===== config.mk =====
export PLATFORM = sky130hd
export DESIGN_NAME = count_sequencer_flat
export DESIGN_NICKNAME = d
export VERILOG_FILES = /design/src/rtl/count_sequencer_if.sv /design/src/rtl/count_sequencer.sv /design/src/flat_wrapper.sv
export SDC_FILE = /design/constraint.sdc
export NUM_CORES = 1
export LEC_CHECK = 0
export CORE_MARGIN = 8
export CORE_UTILIZATION = 45
export CTS_CLUSTER_DIAMETER = 40
export DETAILED_ROUTE_END_ITERATION = 10
export SYNTH_ARGS = -nofsm -noshare
export SYNTH_HDL_FRONTEND = slang
export SYNTH_SLANG_ARGS = --single-unit

===== constraint.sdc =====
create_clock -name count_sequencer_clk -period 3.8 [get_ports count_sequencer_clk]
set_input_delay 0.38 -clock count_sequencer_clk [delete_from_list [all_inputs] [get_ports count_sequencer_clk]]
set_output_delay 0.38 -clock count_sequencer_clk [all_outputs]
set_load 0.03 [all_outputs]

===== src/rtl/count_sequencer_if.sv =====
// rtl/count_sequencer_if.sv - button inputs and display outputs of the count sequencer
interface count_sequencer_if;
  logic       count_sequencer_btn_start;
  logic       count_sequencer_btn_clear;
  logic       count_sequencer_btn_lap;
  logic [3:0] count_sequencer_first_num;
  logic [3:0] count_sequencer_second_num;
  logic       count_sequencer_running;
  logic       count_sequencer_lap_active;
  logic       count_sequencer_wrap;

  modport master (
    output count_sequencer_btn_start,
    output count_sequencer_btn_clear,
    output count_sequencer_btn_lap,
    input  count_sequencer_first_num,
    input  count_sequencer_second_num,
    input  count_sequencer_running,
    input  count_sequencer_lap_active,
    input  count_sequencer_wrap
  );

  modport slave (
    input  count_sequencer_btn_start,
    input  count_sequencer_btn_clear,
    input  count_sequencer_btn_lap,
    output count_sequencer_first_num,
    output count_sequencer_second_num,
    output count_sequencer_running,
    output count_sequencer_lap_active,
    output count_sequencer_wrap
  );
endinterface


===== src/rtl/count_sequencer.sv =====
// rtl/count_sequencer.sv - two-digit BCD stopwatch with start/stop, clear and lap freeze
module count_sequencer #(
  parameter int TICK_DIV  = 100000000,
  parameter int MAX_COUNT = 99
) (
  input  logic         count_sequencer_clk,
  input  logic         count_sequencer_rst_n,
  count_sequencer_if.slave bus
);

  localparam int PW = (TICK_DIV > 2) ? $clog2(TICK_DIV) : 1;
  localparam logic [PW-1:0] PRESC_LAST = PW'(TICK_DIV - 1);
  localparam logic [3:0] MAX_ONES = 4'(MAX_COUNT % 10);
  localparam logic [3:0] MAX_TENS = 4'(MAX_COUNT / 10);

  typedef enum logic [1:0] {
    ST_IDLE  = 2'd0,
    ST_RUN   = 2'd1,
    ST_PAUSE = 2'd2,
    ST_LAP   = 2'd3
  } state_t;

  logic [1:0]    rst_sync_q, rst_sync_d;
  logic [2:0]    sync1_q, sync1_d;
  logic [2:0]    sync2_q, sync2_d;
  logic [2:0]    prev_q, prev_d;
  logic [2:0]    evt_q, evt_d;
  state_t        state_q, state_d;
  logic [PW-1:0] presc_q, presc_d;
  logic [3:0]    ones_q, ones_d;
  logic [3:0]    tens_q, tens_d;
  logic [3:0]    lap_ones_q, lap_ones_d;
  logic [3:0]    lap_tens_q, lap_tens_d;
  logic          wrap_q, wrap_d;

  logic       armed;
  logic       ev_start, ev_clear, ev_lap;
  logic       counting;
  logic       tick;
  logic       at_max;
  logic [2:0] btn_raw;

  assign btn_raw  = {bus.count_sequencer_btn_lap,
                     bus.count_sequencer_btn_clear,
                     bus.count_sequencer_btn_start};
  assign armed    = rst_sync_q[1];
  assign ev_start = evt_q[0];
  assign ev_clear = evt_q[1];
  assign ev_lap   = evt_q[2];
  assign counting = (state_q == ST_RUN) || (state_q == ST_LAP);
  assign tick     = counting && (presc_q == PRESC_LAST);
  assign at_max   = (tens_q == MAX_TENS) && (ones_q == MAX_ONES);

  always_comb begin
    rst_sync_d = {rst_sync_q[0], 1'b1};
    sync1_d    = btn_raw;
    sync2_d    = sync1_q;
    // Until reset release has propagated, pretend every button was already
    // high so a button held through reset never looks like a fresh press.
    prev_d     = armed ? sync2_q : 3'b111;
    evt_d      = armed ? (sync2_q & ~prev_q) : 3'b000;
  end

  always_comb begin
    state_d = state_q;
    case (state_q)
      ST_IDLE: begin
        if (ev_start) state_d = ST_RUN;
      end
      ST_RUN: begin
        if (ev_start)    state_d = ST_PAUSE;
        else if (ev_lap) state_d = ST_LAP;
      end
      ST_LAP: begin
        if (ev_start)    state_d = ST_PAUSE;
        else if (ev_lap) state_d = ST_RUN;
      end
      ST_PAUSE: begin
        if (ev_clear)      state_d = ST_IDLE;
        else if (ev_start) state_d = ST_RUN;
      end
      default: state_d = ST_IDLE;
    endcase
  end

  always_comb begin
    presc_d    = presc_q;
    ones_d     = ones_q;
    tens_d     = tens_q;
    lap_ones_d = lap_ones_q;
    lap_tens_d = lap_tens_q;
    wrap_d     = 1'b0;

    if ((state_q == ST_IDLE) || (state_d == ST_IDLE)) begin
      presc_d = '0;
    end else if (counting) begin
      presc_d = tick ? '0 : presc_q + 1'b1;
    end

    if (state_d == ST_IDLE) begin
      ones_d = 4'd0;
      tens_d = 4'd0;
    end else if (tick) begin
      if (at_max) begin
        ones_d = 4'd0;
        tens_d = 4'd0;
        wrap_d = 1'b1;
      end else if (ones_q == 4'd9) begin
        ones_d = 4'd0;
        tens_d = tens_q + 4'd1;
      end else begin
        ones_d = ones_q + 4'd1;
      end
    end

    // The frozen value is the count before any coincident tick.
    if ((state_q == ST_RUN) && (state_d == ST_LAP)) begin
      lap_ones_d = ones_q;
      lap_tens_d = tens_q;
    end
  end

  always_ff @(posedge count_sequencer_clk or negedge count_sequencer_rst_n) begin
    if (!count_sequencer_rst_n) begin
      rst_sync_q <= '0;
      sync1_q    <= '0;
      sync2_q    <= '0;
      prev_q     <= '0;
      evt_q      <= '0;
      state_q    <= ST_IDLE;
      presc_q    <= '0;
      ones_q     <= '0;
      tens_q     <= '0;
      lap_ones_q <= '0;
      lap_tens_q <= '0;
      wrap_q     <= 1'b0;
    end else begin
      rst_sync_q <= rst_sync_d;
      sync1_q    <= sync1_d;
      sync2_q    <= sync2_d;
      prev_q     <= prev_d;
      evt_q      <= evt_d;
      state_q    <= state_d;
      presc_q    <= presc_d;
      ones_q     <= ones_d;
      tens_q     <= tens_d;
      lap_ones_q <= lap_ones_d;
      lap_tens_q <= lap_tens_d;
      wrap_q     <= wrap_d;
    end
  end

  assign bus.count_sequencer_first_num  = (state_q == ST_LAP) ? lap_ones_q : ones_q;
  assign bus.count_sequencer_second_num = (state_q == ST_LAP) ? lap_tens_q : tens_q;
  assign bus.count_sequencer_running    = counting;
  assign bus.count_sequencer_lap_active = (state_q == ST_LAP);
  assign bus.count_sequencer_wrap       = wrap_q;

endmodule


===== src/flat_wrapper.sv =====
// flat-port wrapper written by rule: the top's interface ports become plain ports
module count_sequencer_flat 
#(
  parameter int TICK_DIV  = 100000000,
  parameter int MAX_COUNT = 99
)
  (count_sequencer_clk, count_sequencer_rst_n, bus_count_sequencer_btn_start, bus_count_sequencer_btn_clear, bus_count_sequencer_btn_lap, bus_count_sequencer_first_num, bus_count_sequencer_second_num, bus_count_sequencer_running, bus_count_sequencer_lap_active, bus_count_sequencer_wrap);
  count_sequencer_if bus_i ();
  input  logic count_sequencer_clk;
  input  logic count_sequencer_rst_n;
  input wire logic [$bits(bus_i.count_sequencer_btn_start)-1:0] bus_count_sequencer_btn_start;
  input wire logic [$bits(bus_i.count_sequencer_btn_clear)-1:0] bus_count_sequencer_btn_clear;
  input wire logic [$bits(bus_i.count_sequencer_btn_lap)-1:0] bus_count_sequencer_btn_lap;
  output wire logic [$bits(bus_i.count_sequencer_first_num)-1:0] bus_count_sequencer_first_num;
  output wire logic [$bits(bus_i.count_sequencer_second_num)-1:0] bus_count_sequencer_second_num;
  output wire logic [$bits(bus_i.count_sequencer_running)-1:0] bus_count_sequencer_running;
  output wire logic [$bits(bus_i.count_sequencer_lap_active)-1:0] bus_count_sequencer_lap_active;
  output wire logic [$bits(bus_i.count_sequencer_wrap)-1:0] bus_count_sequencer_wrap;
  assign bus_i.count_sequencer_btn_start = bus_count_sequencer_btn_start;
  assign bus_i.count_sequencer_btn_clear = bus_count_sequencer_btn_clear;
  assign bus_i.count_sequencer_btn_lap = bus_count_sequencer_btn_lap;
  assign bus_count_sequencer_first_num = bus_i.count_sequencer_first_num;
  assign bus_count_sequencer_second_num = bus_i.count_sequencer_second_num;
  assign bus_count_sequencer_running = bus_i.count_sequencer_running;
  assign bus_count_sequencer_lap_active = bus_i.count_sequencer_lap_active;
  assign bus_count_sequencer_wrap = bus_i.count_sequencer_wrap;
  count_sequencer #(.TICK_DIV(TICK_DIV), .MAX_COUNT(MAX_COUNT)) u_core (.count_sequencer_clk(count_sequencer_clk), .count_sequencer_rst_n(count_sequencer_rst_n), .bus(bus_i));
endmodule

==> qor.yml <==
avgViaCountPerCell: 5.551
io_pins: 16
synth_edf_count: 0
numClockSinks: 60
drt-total-wl_um: 5955
synthCells: 284
yosys.area.top_type: "dfrtp_1"
cts_made_buffers: 9
combPwrFrac: 0.114
r2r-start: "u_core.presc_q[0]"
post-route-period-util: 0.6800
die_area_um2: 9499
multi_input_area_um2: 1394
syn_to_final_growth_pct: 12.99
die_w_um: 97.47
r2r_setup_slack_ns: 1.36
grt_pass1_vias: 2150
finalCriticalPeriod_ns: 2.584
avgRoutedWirePerCell_um: 15.47
critPathLaunch: "u_core.state_q[0]"
power_switching_uw: 397.9
arrival_ns: 2.20
first_iter_violations: 142
grt_max_degree: 37
maxSlewHeadroom: 0.3189
tightest_slew_ns: 1.017
dp_hpwl_um: 4098
core_um2: 6386
p_clk_frac: 0.397
fin_nets: 313
ys_seq_elements: 60
ir_worst_vdd_mv: 0.2551
cp-endpoint: "bus_count_sequencer_second_num[1]"
drive_above_1_share: 0.1461
synth_cell_types: 54
clk_latency_ns: 0.34
r2r-end: "u_core.presc_q[22]"
grt_pass1_wl_um: 10650
synth_top_area_frac: 0.5027
fin_util: 0.5284
setup_viol: 0
slew_viol_final: 0
cts_tree: "done"
critPathMaxFanout: 10
synth_fp_nets: 294
syn-cell-area_um2: 2987
place.gp.congestion: 0.8110
start_kind: "register"
crit_type: "reg2out"
status: "completed"
synthFlopType: "dfrtp_1"
pwr-share-seq: 0.489
p_per_area_nw_per_um2: 419.2
cap_viol_max_count: 0
cts.repair.resized: 0
diodes: 0
initial_core_util: 0.4677
fill_cells: 603
worstPathRequired_ns: 3.42
rsz0062_at_grt: "no"
antenna_found_initial: 0
drc: 0
skew_ns: 0.009400
root_buffer: "clkbuf_8"
ys_top_cells_by_area: "dfrtp_1 50%, mux2_2 5.3%, xor2_1 3.2%, nor2_1 3.0%, nand2_1 2.9%"
numPortBuffers: 15
dr.pass1.iters: 4
die_h_um: 97.47
setup_tns_ns: 0
seq_area_um2: 1501
grt_overflow: 0
endpoint_kind: "output pin"
fmax_mhz: 387.0
p_sw_frac: 0.2812
htree_levels: 3
track_usage: 0.1352
post_cts_buffers: 0
synthArstFlopShare: 1.000
hold_violations: 0
vias: 2137
hp-class: "in2async"
internal_power_mw: 1.017
clockBufferDepth: 2
synth_area_per_cell_um2: 10.52
worst-r2r-cell-count: 6
power_leakage_nw: 1.462
clkTransAtPathRegs_ns: 0.07
ys_warn_count: 0
rows: 29
ant_nets: 0
yosysSeqAreaShare: 0.5027
postCtsHoldBufs: 0
## worst min path at each step
stage | cells past startpoint | slack (ns) | endpoint | startpoint
finish | 1 | 0.12 | u_core.presc_q[8] | count_sequencer_rst_n
global placement | 0 | 0.33 | u_core.rst_sync_q[1] | u_core.rst_sync_q[0]
global route | 1 | 0.17 | u_core.presc_q[7] | count_sequencer_rst_n
CTS | 1 | 0.14 | u_core.presc_q[7] | count_sequencer_rst_n
detailed placement | 0 | 0.33 | u_core.rst_sync_q[1] | u_core.rst_sync_q[0]
floorplan | 0 | 0.08 | u_core.bus.count_sequencer_wrap | count_sequencer_rst_n
## critical path: stages, from the launching register on
cell             delay [ns]
dfrtp_1                0.54
nand2_1                0.30
inv_1                  0.21
nand2_1                0.07
o21ai_0                0.07
clkdlybuf4s50_1        0.69
## layout by cell type (no fill, tap or decap), types with 4 or more instances in the layout
master           count
nor3_1               5
a21o_1               4
inv_1               10
dfrtp_1             60
o21ai_0             16
clkbuf_8             9
nand4_1              6
nand2_1             23
xor2_1              11
or3_1                6
nor2_1              24
nand3_1             15
a31oi_1              7
a21oi_1              9
and2_1               5
ha_1                 5
and3_1               6
clkdlybuf4s50_1     14
clkinvlp_4           4
xnor2_1              4
mux2_2              14
## per-stage QoR
step / hold slack (ns) / power, mW / area, um^2 / instances / worst slack, ns
after floorplan: 0.08441 / 0.8244 / 2987 / 284 / 1.791
after global placement: 0.3325 / 0.8643 / 3182 / 369 / 1.485
after detailed placement: 0.3347 / 0.8689 / 3182 / 369 / 1.404
after CTS: 0.1365 / 1.435 / 3374 / 385 / 1.134
after global routing: 0.1740 / 1.486 / 3374 / 385 / 0.9439
final: 0.1234 / 1.415 / 3374 / 385 / 1.216
## power groups by stage
stage / clock (mW) / sequential, mW / combinational, mW
after floorplan: 0 / 0.689 / 0.135
after global placement: 0 / 0.702 / 0.162
after detailed placement: 0 / 0.703 / 0.166
after CTS: 0.578 / 0.691 / 0.166
after global routing: 0.606 / 0.695 / 0.185
final: 0.561 / 0.692 / 0.162
## cell families after synthesis
kind of cell,share of synthesized area
and+or+nand+nor,0.2442
adders and majority gates,0.02095
buffers and inverters,0.03058
DFF,0.5027
xor gates and xnor gates,0.04399
AOI/OAI and AO/OA,0.1035
other,0.001256
muxes,0.05279
## synth_stat cells (3+ instances only)
cell      count
nand2b_1      3
a21o_1        4
ha_1          5
nand4_1       6
clkbuf_1      3
xor2_1       11
nand2_1      23
and3_1        6
a31oi_1       7
and2_1        5
dfrtp_1      60
a21oi_1       9
and3b_1       3
o21ai_1       3
o21ai_0      16
nand3_1      15
nor2_1       24
xnor2_1       4
or3_1         6
mux2_2       14
nor3_1        5
o21a_1        3
inv_1        10
## state kept, by name, summed over array words and instances (netlist names), 4 cells and up
name               flops
u_core.presc_q        27
u_core.lap_ones_q      4
u_core.lap_tens_q      4
u_core.ones_q          4
u_core.tens_q          4
## metal layers
layer,part of all wire,track usage
met1,0.50,0.1819
met2,0.44,0.1981
met3,0.048,0.04481
met4,0.013,0.04429
met5,0,0
## area by class of cell
cell class	instances	share of cell area
clock buffers	10	0.03782
repair buffers	16	0.04524
inverters	10	0.01112
flip-flops and latches	60	0.4449
clock inverters	6	0.01928
well taps	77	0.02855
multi-input cells	206	0.4131
Power figures use the tool's default switching activity.
